### src/rtl/instr_encoder_loader.sv
// Packs symbolic instruction requests into 32-bit extended-MIPS words and writes them to imem.
// Latency 1 cycle from accepted request to imem write; 1 word/cycle sustained.
// in_ready is high only in RUN; FILL (NOP flush) and FULL (terminal) refuse requests.
module instr_encoder_loader #(
  parameter int unsigned DEPTH     = 256,
  parameter logic [31:0] BASE_ADDR = 32'h0
) (
  input  logic        clk,
  input  logic        reset_n,
  input  logic        in_valid,
  output logic        in_ready,
  input  logic [3:0]  in_kind,
  input  logic [4:0]  in_rs,
  input  logic [4:0]  in_rt,
  input  logic [4:0]  in_rd,
  input  logic [4:0]  in_shamt,
  input  logic [5:0]  in_funct,
  input  logic [25:0] in_imm,
  output logic        imem_we,
  output logic [31:0] imem_addr,
  output logic [31:0] imem_wdata,
  output logic        full,
  output logic        busy,
  output logic        err,
  output logic [7:0]  err_count
);

  // Count must reach DEPTH itself, hence DEPTH+1 codes.
  localparam int unsigned CW = (DEPTH < 2) ? 1 : $clog2(DEPTH + 1);
  localparam logic [CW-1:0] LAST_IDX = CW'(DEPTH - 1);

  localparam logic [1:0] S_RUN  = 2'd0;
  localparam logic [1:0] S_FILL = 2'd1;
  localparam logic [1:0] S_FULL = 2'd2;

  localparam logic [3:0] K_RTYPE  = 4'd0;
  localparam logic [3:0] K_JMXOR  = 4'd1;
  localparam logic [3:0] K_BALRV  = 4'd2;
  localparam logic [3:0] K_BALN   = 4'd3;
  localparam logic [3:0] K_JSP    = 4'd4;
  localparam logic [3:0] K_BGEZAL = 4'd5;
  localparam logic [3:0] K_ORI    = 4'd6;
  localparam logic [3:0] K_LW     = 4'd7;
  localparam logic [3:0] K_SW     = 4'd8;
  localparam logic [3:0] K_BEQ    = 4'd9;
  localparam logic [3:0] K_FLUSH  = 4'd15;

  logic [1:0]    state;
  logic [CW-1:0] count;

  logic [31:0] enc_word;
  logic        enc_err;
  logic        is_flush;
  logic        accept;
  logic        do_write;
  logic [31:0] wr_data;
  logic [31:0] wr_addr;

  logic [15:0] imm16;
  assign imm16 = in_imm[15:0];

  assign in_ready = (state == S_RUN);
  assign accept   = in_valid && in_ready;

  // Encode the request; reject forms the decoder would read back as a different instruction.
  always_comb begin
    enc_word = 32'h0;
    enc_err  = 1'b0;
    is_flush = 1'b0;
    case (in_kind)
      K_RTYPE: begin
        enc_word = {6'd0, in_rs, in_rt, in_rd, in_shamt, in_funct};
        // funct 34 with rd=0 aliases jmxor; funct 22 is reserved for balrv.
        enc_err  = ((in_funct == 6'd34) && (in_rd == 5'd0)) || (in_funct == 6'd22);
      end
      K_JMXOR:  enc_word = {6'd0, in_rs, in_rt, 5'd0, 5'd0, 6'd34};
      K_BALRV:  enc_word = {6'd0, in_rs, in_rt, in_rd, 5'd0, 6'd22};
      K_BALN:   enc_word = {6'd27, in_imm};
      K_JSP:    enc_word = {6'd18, in_imm};
      K_BGEZAL: enc_word = {6'd35, in_rs, 5'd0, imm16};
      K_ORI:    enc_word = {6'd13, in_rs, in_rt, imm16};
      K_LW: begin
        enc_word = {6'd35, in_rs, in_rt, imm16};
        // lw with rt=0 shares its encoding with bgezal.
        enc_err  = (in_rt == 5'd0);
      end
      K_SW:     enc_word = {6'd43, in_rs, in_rt, imm16};
      K_BEQ:    enc_word = {6'd4, in_rs, in_rt, imm16};
      K_FLUSH:  is_flush = 1'b1;
      default:  enc_err  = 1'b1;
    endcase
  end

  // A word goes out either for a good non-flush request or for each FILL cycle (NOP).
  always_comb begin
    do_write = ((state == S_RUN) && accept && !enc_err && !is_flush) || (state == S_FILL);
    wr_data  = (state == S_FILL) ? 32'h0 : enc_word;
    wr_addr  = BASE_ADDR + (32'(count) << 2);
  end

  // Control: FSM, word count, status flags and error accounting.
  always_ff @(posedge clk) begin
    if (!reset_n) begin
      state     <= S_RUN;
      count     <= '0;
      full      <= 1'b0;
      busy      <= 1'b0;
      err       <= 1'b0;
      err_count <= 8'd0;
    end else begin
      err <= 1'b0;
      if (accept && enc_err) begin
        err <= 1'b1;
        if (err_count != 8'hFF) err_count <= err_count + 8'd1;
      end
      if (accept && is_flush && !enc_err) begin
        state <= S_FILL;
        busy  <= 1'b1;
      end
      if (do_write) begin
        count <= count + CW'(1);
        if (count == LAST_IDX) begin
          state <= S_FULL;
          full  <= 1'b1;
          busy  <= 1'b0;
        end
      end
    end
  end

  // Registered imem write port; address and data hold between strobes.
  always_ff @(posedge clk) begin
    if (!reset_n) begin
      imem_we    <= 1'b0;
      imem_addr  <= BASE_ADDR;
      imem_wdata <= 32'h0;
    end else begin
      imem_we <= do_write;
      if (do_write) begin
        imem_addr  <= wr_addr;
        imem_wdata <= wr_data;
      end
    end
  end

endmodule
### config.mk
export PLATFORM = sky130hd
export DESIGN_NAME = instr_encoder_loader
export DESIGN_NICKNAME = d
export VERILOG_FILES = /design/src/rtl/instr_encoder_loader.sv
export SDC_FILE = /design/constraint.sdc
export NUM_CORES = 1
export LEC_CHECK = 0
export BUFFER_PORTS_ARGS = -buffer_cell sky130_fd_sc_hd__buf_4
export CAP_MARGIN = 40
export CORE_ASPECT_RATIO = 0.7
export CORE_MARGIN = 3
export CORE_UTILIZATION = 50
export CTS_BUF_LIST = sky130_fd_sc_hd__clkbuf_4
export CTS_CLUSTER_DIAMETER = 50
export DETAILED_ROUTE_END_ITERATION = 16
export PLACE_DENSITY_LB_ADDON = 0.08
export SLEW_MARGIN = 20
export SYNTH_ARGS = -nofsm -noshare
export SYNTH_HDL_FRONTEND = slang
export SYNTH_SLANG_ARGS = --single-unit
### constraint.sdc
create_clock -name clk -period 2.9 [get_ports clk]
set_clock_uncertainty 0.2 [all_clocks]
set_input_delay 0.29 -clock clk [delete_from_list [all_inputs] [get_ports clk]]
set_output_delay 0.29 -clock clk [all_outputs]
set_load 0.005 [all_outputs]
# [After elaboration in Yosys (flattened, before gate mapping)]
# Index checks and enable logic that the tools add are counted.
[totals] output_inout_bits=77 register_bits=64 wordCells=56
[classes] eq_ne=15 n_addsub=2 n_reduce_logical=19 muxes=11
[op_table] op="case mux 32 bit (10 select lines)" count=1
[op_table] op="2-to-1 mux 32 bit" count=1
[op_table] op="== test 4 x 3 -> 1 bit (second input constant)" count=4
[op_table] op="== test 4 bit (second input constant)" count=3
[op_table] op="zero test 5 bit" count=2
[op_table] op="adder 9 x 1 -> 9 bit (second input constant)" count=1
[op_table] op="== test 9 x 8 -> 1 bit (second input constant)" count=1
[op_table] op="OR reduction 9 bit" count=1
[op_table] op="adder 8 x 1 -> 8 bit (second input constant)" count=1
[op_table] op="== test 4 x 2 -> 1 bit (second input constant)" count=2
[op_table] op="logical AND 1 bit" count=8
[op_table] op="inequality test 8 bit (second input constant)" count=1
[op_table] op="== test 6 x 5 -> 1 bit (second input constant)" count=1
[op_table] op="== test 6 bit (second input constant)" count=1
[op_table] op="2-to-1 mux 2 bit" count=3
[op_table] op="2-to-1 mux 1 bit" count=5
[op_table] op="== test 4 x 1 -> 1 bit (second input constant)" count=1
[op_table] op="zero test 4 bit" count=1
[op_table] op="AND reduction 2 bit" count=2
[op_table] op="case mux 1 bit (3 select lines)" count=1
[op_table] op="== test 2 x 1 -> 1 bit (second input constant)" count=1
[op_table] op="zero test 1 bit" count=2
[op_table] op="zero test 2 bit" count=1
[op_table] op="logical OR 1 bit" count=2

# [Depth between registers and ports, before layout]
[depth] depth_word=9 mapped_depth=9 mapped_depth_nobuf=6

# [Worst setup path after synthesis]
# No wires, ideal clock.
[synth_timing] kind="input-to-reg" startpoint="input port in_kind[0]" endpoint="register imem_wdata[10]" path_stages=8 setup_ns=0.070 path_slack_ns=0.273 required_time_ns=2.630 t_arrival_ns=2.357 cell_sequence="buf_2 -> or4_4 -> or4_4 -> buf_6 -> and3_4 -> nor3_4 -> buf_6 -> o2bb2ai_1"
[synth_via] elab_chain_len=7 elab_cells_between_ends=21 cone_classes="eq/ne (10); mux (4); reduce/logical (7)"
[synth_rtl] item="start: declaration" line="12" text="input logic [3:0] in_kind,"
[synth_rtl] item="== test 4 bit, or another cell as far along" line="70" text="case (in_kind)"
[synth_rtl] item="OR reduction 9 bit (no source line)"
[synth_rtl] item="case mux 1 bit (3 select lines)" line="70"
[synth_rtl] item="zero test 1 bit" line="96" text="do_write = ((state == S_RUN) && accept && !enc_err && !is_flush) || (state == S_FILL);"
[synth_rtl] item="logical AND 1 bit (2 in series)" line="96"
[synth_rtl] item="logical OR 1 bit" line="96"
[synth_rtl] item="end signal: assignment" line="141" text="imem_wdata <= wr_data;"
[synth_rtl] item="end: declaration" line="21" text="output logic [31:0] imem_wdata,"
# Parallel ways exist; a longest one is shown, timed or not.
# A chain may end at the register's enable or synchronous reset.

# [Worst setup path after layout]
[layout_timing] startpoint="input port in_kind[0]" endpoint="register imem_wdata[21]"
# The elaborated chain is that of the path after synthesis.

==> summary.txt <==
Hold_buf cts -> 36
Setup ws final -> 82.3 ps
DRC Markers -> 0
Final Cycle Share -> 97.2%
Clk buf depth -> 2
Startpoint of the worst hold path -> in_shamt[3]
Kind of critical path -> in -> reg
HP Class -> in -> reg
Async SR Flop Fraction -> 0%
Worst Hold Slack -> 78.2 ps
R2R Setup Slk -> 260 ps
Fin util -> 75.7%
CTS Sinks -> 64
Crit path buf inv count -> 3
Layout overhead on the synthesized area -> 39.6%
Mapped Cells -> 401
Crit path launch type -> input port
Final setup fails -> 0
Crit path max fanout -> 35
Outcome -> finished, final reports clean
FP Rows -> 23
Flip-flop and latch count after synthesis -> 64
Worst vdd rail ir drop -> 279 uV
# Post-CTS Setup Buffers -> 0
N_diodes -> 0
Seq/Total Area, Yosys -> 39.3%
Die area -> 7550 um^2
CTS tree -> yes
Area of the mapped netlist -> 3260 um^2
Vias in the first global route -> 3,309
Drt first-iter violations -> 246
Clock transition at path regs -> 110 ps
Routing usage on met1 -> 34.9%
Crit end category -> flop
Initial antenna violation count -> 0
Top-Level Pins -> 136
Unique masters post-synth -> 46
Grt total ovfl -> 0
CP arrival -> 2930 ps
Most common cell after layout, fill and taps aside -> buf_4
Fin Setup TNS -> 0 ps
Least-Margin Pin Slew -> 874 ps
Root Buffer -> clkbuf_4
Max frequency -> 0.355 GHz
Slowest CP cell -> dlygate4sd3_1
Core area -> 6010 um^2
RSZ-0062 raised after global routing -> false
Reg-to-reg startpoint -> state[0]
Syn Area/Cell -> 8.14 um^2
Clock buffer count from CTS -> 9
Hold Fails Final Rpt -> 0
Met2 Resource Use GR -> 43.6%
GRT Max-Usage Layer -> met2
Pre-CTS setup slack -> 212 ps
Vias per cell -> 5.70
HPWL Detailed -> 6790 um
Critical path's top delay family -> simple AND/OR/NAND/NOR gates
Cells along the critical path -> buf_4 > or4_4 > or4_4 > a31oi_4 > buf_12 > a221oi_1 > dlygate4sd3_1 > nor3_1
Ratio of cells with drive above 1 in the final layout -> 27.3%
Final nets -> 607
Commonest cells after routing, fill and taps aside -> buf_4, dfxtp_1, a21oi_1
H-Tree Depth -> 3
Crit path largest cell delay -> 630 ps
DRT Wirelength -> 9980 um
LEAKAGE -> 1.94 nW
Total GRT Usage -> 26.6%
Post-synth EDFFs -> 0
First-pass GRT wire length -> 15,700 um
Remaining antenna violation count -> 0
Total number of vias -> 3,562
Starting Density -> 54.3%
Warnings from Yosys -> 0
Ys flop type -> dfxtp_1
Crit path time final -> 2820 ps
First-pass DRT Iterations -> 4
Max Cap Viol -> 0
Slew Viols, Final -> 0
Global routing usage on met3 -> 7.02%
Most Frequent Cell on Critical Path -> or4_4
Die height -> 73.6 um
Worst-Skew Late Latency -> 410 ps
Port Buffers -> 112
Crit path required time -> 3020 ps
RePlAce Congestion -> 0.862
Pwr/cell area -> 409 nW/um^2
CTS resizes -> 0
Crit. Startpoint -> in_kind[0]
Die X -> 103 um
Routed wire length per instance -> 16.0 um
Largest net degree at the start of global routing -> 36
Max_slew headroom -> 41.5%
worst paths after layout:
kind	end	cells past startpoint
min	imem_wdata[9]	5
max	imem_wdata[21]	8
max reg2reg	imem_wdata[21]	6
min reg2reg	imem_addr[9]	2
synth_stat cells, drive strengths merged (7+ instances only):
| cell type | n | area share, % |
|---|---|---|
| or3 | 10 | 1.9 |
| inv | 10 | 1.2 |
| o2bb2ai | 18 | 5.2 |
| nand3 | 10 | 1.5 |
| a31oi | 7 | 1.8 |
| buf | 32 | 7.4 |
| nand2 | 33 | 3.8 |
| o21ai | 24 | 3.7 |
| a221oi | 10 | 2.7 |
| clkbuf | 17 | 2.0 |
| nor3 | 14 | 2.5 |
| a22oi | 14 | 3.2 |
| dfxtp | 64 | 39 |
| nor2 | 41 | 4.7 |
| a21oi | 45 | 6.9 |
cell type report:
| type | count | area, um^2 |
|---|---|---|
| clock buffers | 9 | 67.6 |
| clock inverters | 7 | 47.5 |
| fillers | 434 | 1460 |
| inverters | 10 | 37.5 |
| multi-input cells | 300 | 1720 |
| flip-flops and latches | 64 | 1280 |
| well taps | 75 | 93.8 |
| repair buffers | 160 | 1300 |
worst min-delay path, cell delays in order:
cell and delay (ps):
buf_4 80, a22oi_1 50, nor2_1 90, a21oi_1 50, o2bb2ai_1 110
layer usage:
layer	wire length, um	up-vias
met2	4650	197
met1	4230	1649
met4	104	0
met5	0	-
met3	992	12
li1	-	1704
power by group:
group | leakage (nW) | internal, mW | switching [mW]
Sequential | 0.520 | 0.913 | 0.0217
Clock | 0.0621 | 0.175 | 0.340
Combinational | 1.36 | 0.206 | 0.206
Total | 1.94 | 1.29 | 0.568
kinds of logic after synthesis:
group,Yosys count,synth area share [%]
AO/OA/AOI/OAI,133,27.3
XOR/XNOR,2,0.537
adder cells (fa/ha/maj),3,1.15
buffers and inverters,59,10.5
flip-flops,64,39.3
multiplexers,1,0.307
other,1,0.115
AND/OR/NAND/NOR,138,20.8
state kept, by name, summed over array words and instances (netlist names):
register / cells
imem_wdata: 32
count: 9
imem_addr: 9
err: 1
state: 2
busy: 1
err_count: 8
imem_we: 1
full: 1
through the flow:
| stage | cells | power (mW) | instance area [um^2] |
|---|---|---|---|
| 6_report | 625 | 1.86 | 4550 |
| 5_1_grt | 625 | 1.95 | 4550 |
| 4_1_cts | 625 | 1.86 | 4550 |
| 3_5_place_dp | 573 | 1.30 | 4080 |
| 3_3_place_gp | 573 | 1.29 | 4080 |
| 2_1_floorplan | 423 | 1.16 | 3350 |
(Power assumes the default switching activity.)
